$ cat config.mk
export PLATFORM = sky130hd
export DESIGN_NAME = spi_slave_mem
export DESIGN_NICKNAME = d
export VERILOG_FILES = /design/src/rtl/spi_slave_mem.sv
export SDC_FILE = /design/constraint.sdc
export NUM_CORES = 2
export LEC_CHECK = 0
export BUFFER_PORTS_ARGS = -buffer_cell sky130_fd_sc_hd__buf_2
export CORE_UTILIZATION = 35
export CTS_CLUSTER_DIAMETER = 60
export DETAILED_ROUTE_END_ITERATION = 10
export GPL_TIMING_DRIVEN = 0
export MAX_ROUTING_LAYER = met4
export PLACE_DENSITY = 0.6
export SYNTH_ARGS = -nofsm -noshare
export SYNTH_HDL_FRONTEND = slang
export SYNTH_SLANG_ARGS = --single-unit
$ cat constraint.sdc
create_clock -name i_pclk -period 95.6 [get_ports i_pclk]
set_input_delay 9.56 -clock i_pclk [delete_from_list [all_inputs] [get_ports i_pclk]]
set_output_delay 9.56 -clock i_pclk [all_outputs]
set_load 0.005 [all_outputs]
$ cat src/rtl/spi_slave_mem.sv
// SPI slave register memory: oversamples sclk/mosi/cs on pclk and decodes
// LSB-first address + data frames into writes or miso read-back.
`timescale 1ns/1ps
module spi_slave_mem #(
  parameter int WIDTH  = 8,
  parameter int DEPTH  = 128,
  parameter int DEV_ID = 0
) (
  input  logic             i_pclk,
  input  logic             i_prst,
  input  logic             i_sclk,
  input  logic             i_mosi,
  input  logic [3:0]       i_cs,
  output logic             o_miso,
  output logic             o_wr_valid,
  output logic [6:0]       o_wr_addr,
  output logic [WIDTH-1:0] o_wr_data,
  output logic             o_rd_valid,
  output logic             o_busy
);
  localparam int            CW   = $clog2(WIDTH);
  localparam logic [CW-1:0] LAST = CW'(WIDTH - 1);

  typedef enum logic [2:0] {
    S_IDLE = 3'b001,
    S_ADDR = 3'b010,
    S_DATA = 3'b100
  } state_t;

  state_t           r_state, w_state_nxt;
  logic             r_sclk_s1, r_sclk_s2, r_sclk_prev;
  logic             r_mosi_s1, r_mosi_s2;
  logic             r_cs_s1, r_cs_s2;
  logic [CW-1:0]    r_bit_cnt;
  logic [WIDTH-1:0] r_addr_sr, r_data_sr, r_addr, r_rd_sr;
  logic [WIDTH-1:0] r_mem [DEPTH];
  logic             r_miso, r_wr_valid, r_rd_valid;
  logic [6:0]       r_wr_addr;
  logic [WIDTH-1:0] r_wr_data;

  logic             w_cs_sel, w_sclk_fall, w_last;
  logic [CW-1:0]    w_cnt_inc;
  logic [WIDTH-1:0] w_addr_ins, w_data_ins, w_rd_word;

  // Reduction keeps every cs bit in the logic cone; only cs[DEV_ID] matters.
  assign w_cs_sel    = |(i_cs & (4'b0001 << DEV_ID));
  assign w_sclk_fall = r_sclk_prev & ~r_sclk_s2;
  assign w_last      = w_sclk_fall && (r_bit_cnt == LAST);
  assign w_cnt_inc   = r_bit_cnt + CW'(1);
  assign w_rd_word   = r_mem[w_addr_ins[6:0]];

  // Shift registers with the bit arriving this pclk merged in, so the final
  // bit can be used in the same cycle it is sampled.
  always_comb begin
    w_addr_ins            = r_addr_sr;
    w_addr_ins[r_bit_cnt] = r_mosi_s2;
    w_data_ins            = r_data_sr;
    w_data_ins[r_bit_cnt] = r_mosi_s2;
  end

  always_ff @(posedge i_pclk or posedge i_prst) begin
    if (i_prst) begin
      r_sclk_s1   <= 1'b1;
      r_sclk_s2   <= 1'b1;
      r_sclk_prev <= 1'b1;
      r_mosi_s1   <= 1'b1;
      r_mosi_s2   <= 1'b1;
      r_cs_s1     <= 1'b0;
      r_cs_s2     <= 1'b0;
    end else begin
      r_sclk_s1   <= i_sclk;
      r_sclk_s2   <= r_sclk_s1;
      r_sclk_prev <= r_sclk_s2;
      r_mosi_s1   <= i_mosi;
      r_mosi_s2   <= r_mosi_s1;
      r_cs_s1     <= w_cs_sel;
      r_cs_s2     <= r_cs_s1;
    end
  end

  always_comb begin
    w_state_nxt = r_state;
    case (r_state)
      S_IDLE:  if (r_cs_s2) w_state_nxt = S_ADDR;
      S_ADDR:  if (!r_cs_s2) w_state_nxt = S_IDLE;
               else if (w_last) w_state_nxt = S_DATA;
      S_DATA:  if (!r_cs_s2) w_state_nxt = S_IDLE;
               else if (w_last) w_state_nxt = S_ADDR;
      default: w_state_nxt = S_IDLE;
    endcase
  end

  always_ff @(posedge i_pclk or posedge i_prst) begin
    if (i_prst) begin
      r_state    <= S_IDLE;
      r_bit_cnt  <= '0;
      r_addr_sr  <= '0;
      r_data_sr  <= '0;
      r_addr     <= '0;
      r_rd_sr    <= '0;
      r_miso     <= 1'b1;
      r_wr_valid <= 1'b0;
      r_rd_valid <= 1'b0;
      r_wr_addr  <= '0;
      r_wr_data  <= '0;
      for (int i = 0; i < DEPTH; i++) r_mem[i] <= '0;
    end else begin
      r_state    <= w_state_nxt;
      r_wr_valid <= 1'b0;
      r_rd_valid <= 1'b0;
      if (r_state == S_IDLE || !r_cs_s2) begin
        r_bit_cnt <= '0;
        r_miso    <= 1'b1;
      end else if (w_sclk_fall) begin
        r_bit_cnt <= w_cnt_inc;
        if (r_state == S_ADDR) begin
          r_addr_sr <= w_addr_ins;
          if (w_last) begin
            r_addr <= w_addr_ins;
            // Read: first data bit must be on miso before the first data edge.
            if (!w_addr_ins[WIDTH-1]) begin
              r_rd_sr <= w_rd_word;
              r_miso  <= w_rd_word[0];
            end
          end
        end else if (r_addr[WIDTH-1]) begin
          r_data_sr <= w_data_ins;
          if (w_last) begin
            r_mem[r_addr[6:0]] <= w_data_ins;
            r_wr_valid         <= 1'b1;
            r_wr_addr          <= r_addr[6:0];
            r_wr_data          <= w_data_ins;
          end
        end else if (w_last) begin
          r_rd_valid <= 1'b1;
          r_miso     <= 1'b1;
        end else begin
          r_miso <= r_rd_sr[w_cnt_inc];
        end
      end
    end
  end

  assign o_miso     = r_miso;
  assign o_wr_valid = r_wr_valid;
  assign o_wr_addr  = r_wr_addr;
  assign o_wr_data  = r_wr_data;
  assign o_rd_valid = r_rd_valid;
  assign o_busy     = (r_state == S_DATA) || ((r_state == S_ADDR) && (r_bit_cnt != '0));

endmodule

# After elaboration in Yosys (flattened, before gate mapping)
# Cells that the tools add are included.
totals:
  wordCells: 222
  register_bits: 1087
  in_bits: 8
op_classes:
  order_cmp: 6
  n_eq_ne: 10
  bitwise_logic: 7
  muxes: 36
  addsub: 1
  reduce_logical: 16
op_table:
  columns: ["cell", "n"]
  rows:
  - ["$bwmux W1024", 1]
  - ["$bmux W8 S7", 1]
  - ["$demux W8 S7", 1]
  - ["$mux W8", 3]
  - ["$mux W3", 7]
  - ["$mux W1", 18]
  - ["$bwmux W8", 2]
  - ["$ge A8 B8 Y1 const B", 2]
  - ["$not A7 Y8", 2]
  - ["$ne A3 B3 Y1 const B", 4]
  - ["$reduce_and A4 Y1", 3]
  - ["$reduce_and A5 Y1", 2]
  - ["$pmux W3 S3", 1]
  - ["$lt A3 B4 Y1 const B", 2]
  - ["$lt A8 B1 Y1 const B", 1]
  - ["$eq A3 B3 Y1 const B", 2]
  - ["$reduce_and A3 Y1", 2]
  - ["$logic_and A1 B1 Y1", 4]
  - ["$not A1 Y1", 4]
  - ["$add A3 B1 Y3 const B", 1]
  - ["$bmux W1 S3", 1]
  - ["$demux W1 S3", 1]
  - ["$eq A3 B1 Y1 const B", 1]
  - ["$eq A3 B2 Y1 const B", 1]
  - ["other kinds (8)", 9]

# Longest topological paths before layout
depth:
  depth_word: 14
  depth_mapped: 13
  depth_no_buf: 10

# Worst setup path after synthesis
# No wires, ideal clock.
synth_timing:
  kind: "register -> output"
  from: "reg r_bit_cnt[1]"
  to: "out o_busy"
  arrival_ps: 1320
  required_ps: 86040
  stages_incl_launch_ff: 9
  path_buffers: 3
  path_slack_ps: 84720
  cell_sequence: "dfrtp_1 > buf_4 > buf_2 > buf_2 > inv_1 > ha_1 > inv_1 > o21ai_0 > a21oi_1"
synth_via:
  elab_chain_cells: 3
synth_rtl:
  columns: ["element", "line_no", "rtl"]
  rows:
  - ["start: declaration", "34", "logic [CW-1:0] r_bit_cnt;"]
  - ["start signal: assignment", "115", "r_bit_cnt <= w_cnt_inc;"]
  - ["$reduce_bool A3 Y1", "149", "assign o_busy = (r_state == S_DATA) || ((r_state == S_ADDR) && (r_bit_cnt != '0));"]
  - ["$logic_and A1 B1 Y1", "149", null]
  - ["$logic_or A1 B1 Y1", "149", null]
  - ["end: declaration", "19", "output logic o_busy"]
# Every way passes these cells.

# Worst setup path in the final report
layout_timing:
  from: "reg r_bit_cnt[0]"
  to: "out o_busy"
# Same word-level chain as after synthesis.

==> flow_summary_export.csv <==
group,metric,value,unit
routing,drtPass1Iterations,8,
routing,ant_nets,0,
sta,finClkSkew,0.0424,ns
clock_tree,clock_latency,0.80,ns
global_route,grt_pass1_vias,42401,
sta,max_freq,82.5,MHz
synthesis,syn_area_per_cell,8.92,um^2
layout,final.fill_count,13874,
worst_setup_path,r2r_slack,90.06,ns
sta,finalCriticalPeriod,12.12,ns
synthesis,syn-instance-count,5453,
clock_tree,cts_buffer_depth,3,
synthesis,synth_edf_count,0,
power,power.density,20.6,mW/mm^2
clock_tree,root_buffer,"clkbuf_16",
layout,area_growth,14.8,%
worst_setup_path,cp_cell_sequence,"buf_2, buf_2, inv_1, ha_1, inv_1, o21ai_0, a21oi_1, buf_2",
clock_tree,h-tree-depth,4,
synthesis,async_flop_share,100,%
power,power_frac_seq,40.1,%
global_route,grt_antenna_before_repair,29,
global_route,grt_max_degree,129,
floorplan,die_h,375,um
layout,nets,5636,
power,intPower,0.790,mW
routing,wl,248,mm
power,p_clk_share,45.2,%
power,p_switching,0.362,mW
power,combPwrFrac,14.8,%
global_route,overflow,0,
status,violations,"max-capacitance violations, max-slew violations",
clock_tree,cts_hold_buf,0,
power,swShare,31.4,%
floorplan,fp-row-count,136,
global_route,grt_busiest_layer,"met2",
worst_setup_path,cp.arrival,2.56,ns
synthesis,syn_area,0.0486,mm^2
worst_setup_path,required,86.04,ns
synthesis,ys_ff_latch,1087,
sta,hold_viol,0,
global_route,grt_pass1_wl,339,mm
floorplan,io-pin-count,27,
sta,setup_viol_count_final,0,
routing,wl_per_cell,32.9,um
routing,routed_via_density,6.06,
routing,drcViolationCount,0,
layout,layout_commonest_cell,"nand2_1",
sta,finalMaxSlewViolations,183,
placement,dp_hpwl,173,mm
layout,post-route-util,40.6,%
clock_tree,cts_made_buffers,131,
floorplan,start_util,35.3,%
synthesis,synth_ff_type,"dfrtp_1",
clock_tree,post_cts_resize_count,0,
clock_tree,cts_setup_buffers,0,
sta,slew_headroom,-17.6,%
floorplan,die_w,375,um
placement,io_buffers,23,
worst_setup_path,cp_max_fo,10,
layout,layout_common_cells,"nand2_1 (1261), dfrtp_1 (1080), nor2_1 (663)",
status,status,"complete, but fails checks",
worst_setup_path,crit_top_cell,"buf_2",
sta,period_share,12.7,%
floorplan,coreArea,0.138,mm^2
sta,fin_tns_setup,0,ns
global_route,grt_util_all_layers,35.9,%
routing,drt_iter0_drc,7379,
synthesis,seq_area_frac_synth,55.9,%
clock_tree,clk_pin_slew,0.05,ns
worst_setup_path,end_kind,"output pin",
floorplan,die-area,0.140,mm^2
routing,vias,45671,
sta,tightestPinTransition,1.76,ns
synthesis,yosysUniqueCellTypes,80,
clock_tree,cts_tree,"built",
worst_hold_path,hp-class,"reg -> reg",
power,p_leak,24.7,nW
flow_run,cap_violations,19,
synthesis,synth_nets,5464,
clock_tree,clock_sinks,1087,
worst_setup_path,crit_path_max_incr_delay,0.42,ns
synthesis,yosysWarnings,0,
layout,drive_gt1_share,9.38,%
global_route,use_met2,48.5,%
sta,rsz0062_at_grt,"false",
global_route,grtUsageMet3,11.8,%
worst_setup_path,worstSetupPathType,"reg -> out",
worst_setup_path,startpoint_type,"register",
power,ir_drop,0.0193,mV
worst_setup_path,crit_path_top_delay_cell,"buf_2",
global_route,use_met1,45.4,%
placement,gp_congestion,1.08,
==> sequential cells by signal, summed over array words and instances, names as in the netlist, 3 cells and up <==
| signal | cells |
|---|---|
| o_wr_addr | 7 |
| r_bit_cnt | 3 |
| r_data_sr | 8 |
| r_addr_sr | 8 |
| r_addr | 8 |
| r_state | 3 |
| o_wr_data | 8 |
| r_rd_sr | 8 |
| r_mem | 1024 |
==> logic make-up after synthesis <==
family,count (synthesis),synth area share [%]
adders and majority gates,3,0.0772
buffers and inverters,451,4.25
DFF,1087,55.9
AOI/OAI and AO/OA,1405,16.1
and+or+nand+nor,2333,19.9
muxes,172,3.71
xor gates and xnor gates,2,0.0360
==> cell usage after synthesis, types with 13 or more instances <==
library cell,number,area share (%)
nand2_1,1261,9.7
dfrtp_1,1080,56
nor2_1,663,5.1
a21oi_1,643,6.6
o21ai_0,495,5.1
nand3_1,233,2.4
clkbuf_1,228,1.8
mux2i_1,160,3.3
buf_2,158,1.6
a32oi_1,102,1.8
a31oi_1,79,1.0
nand4_1,42,0.54
buf_4,34,0.52
nor3_1,13,0.13
==> metal layers <==
metal | wire (um) | vias up
met1 | 95500 | 22772
li1 | - | 18984
met4 | 19200 | 0
met3 | 32100 | 806
met2 | 101000 | 3109
met5 | 0 | -
==> cell type report <==
cell class | instances | area, um^2 | share of cell area [%]
clock inverter | 46 | 557 | 0.997
antenna | 19 | 47.5 | 0.0852
sequential | 1087 | 27200 | 48.7
timing repair buffer | 39 | 430 | 0.771
tap | 1794 | 2240 | 4.02
clock buffer | 190 | 3860 | 6.92
buffer | 438 | 2030 | 3.64
multi-input combinational | 3915 | 19400 | 34.7
inverter | 13 | 57.6 | 0.103
==> final timing paths <==
path                                   start           end  cells after the start
worst max-delay path            r_bit_cnt[0]        o_busy                      8
worst min-delay path               r_mosi_s1     r_mosi_s2                      0
worst max register to register  r_bit_cnt[2]    r_rd_sr[4]                     12
worst min register to register     r_mosi_s1     r_mosi_s2                      0
max in group asynchronous             i_prst    r_mem[694]                      5
min in group asynchronous             i_prst  r_addr_sr[7]                      2
==> per-stage QoR <==
stage | hold slack, ns | std cells | area [um^2] | setup WS, ns | power, mW
2_1_floorplan | 0.331 | 5453 | 48600 | 55.45 | 0.533
3_3_place_gp | 0.346 | 7270 | 51000 | 42.30 | 0.626
3_5_place_dp | 0.338 | 7286 | 51400 | 83.75 | 0.626
4_1_cts | 0.358 | 7522 | 55800 | 83.44 | 1.14
5_1_grt | 0.363 | 7537 | 55800 | 83.36 | 1.16
6_report | 0.356 | 7541 | 55800 | 83.48 | 1.15
==> power by group through the flow <==
stage | Combinational [mW] | Clock [mW] | Sequential, mW
after floorplan | 0.0624 | 0 | 0.471
after global routing | 0.162 | 0.536 | 0.461
final | 0.170 | 0.520 | 0.461
after detailed placement | 0.156 | 0 | 0.470
after global placement | 0.155 | 0 | 0.471
after CTS | 0.156 | 0.518 | 0.462
==> critical path, delay by kind of cell (launching register included) <==
| kind | cells | cell delay, ns |
|---|---|---|
| adders and majority gates | 1 | 0.22 |
| buffers and inverters | 5 | 0.94 |
| DFF | 1 | 0.38 |
| AOI/OAI and AO/OA | 2 | 0.26 |
Power figures use the tool's default switching activity.
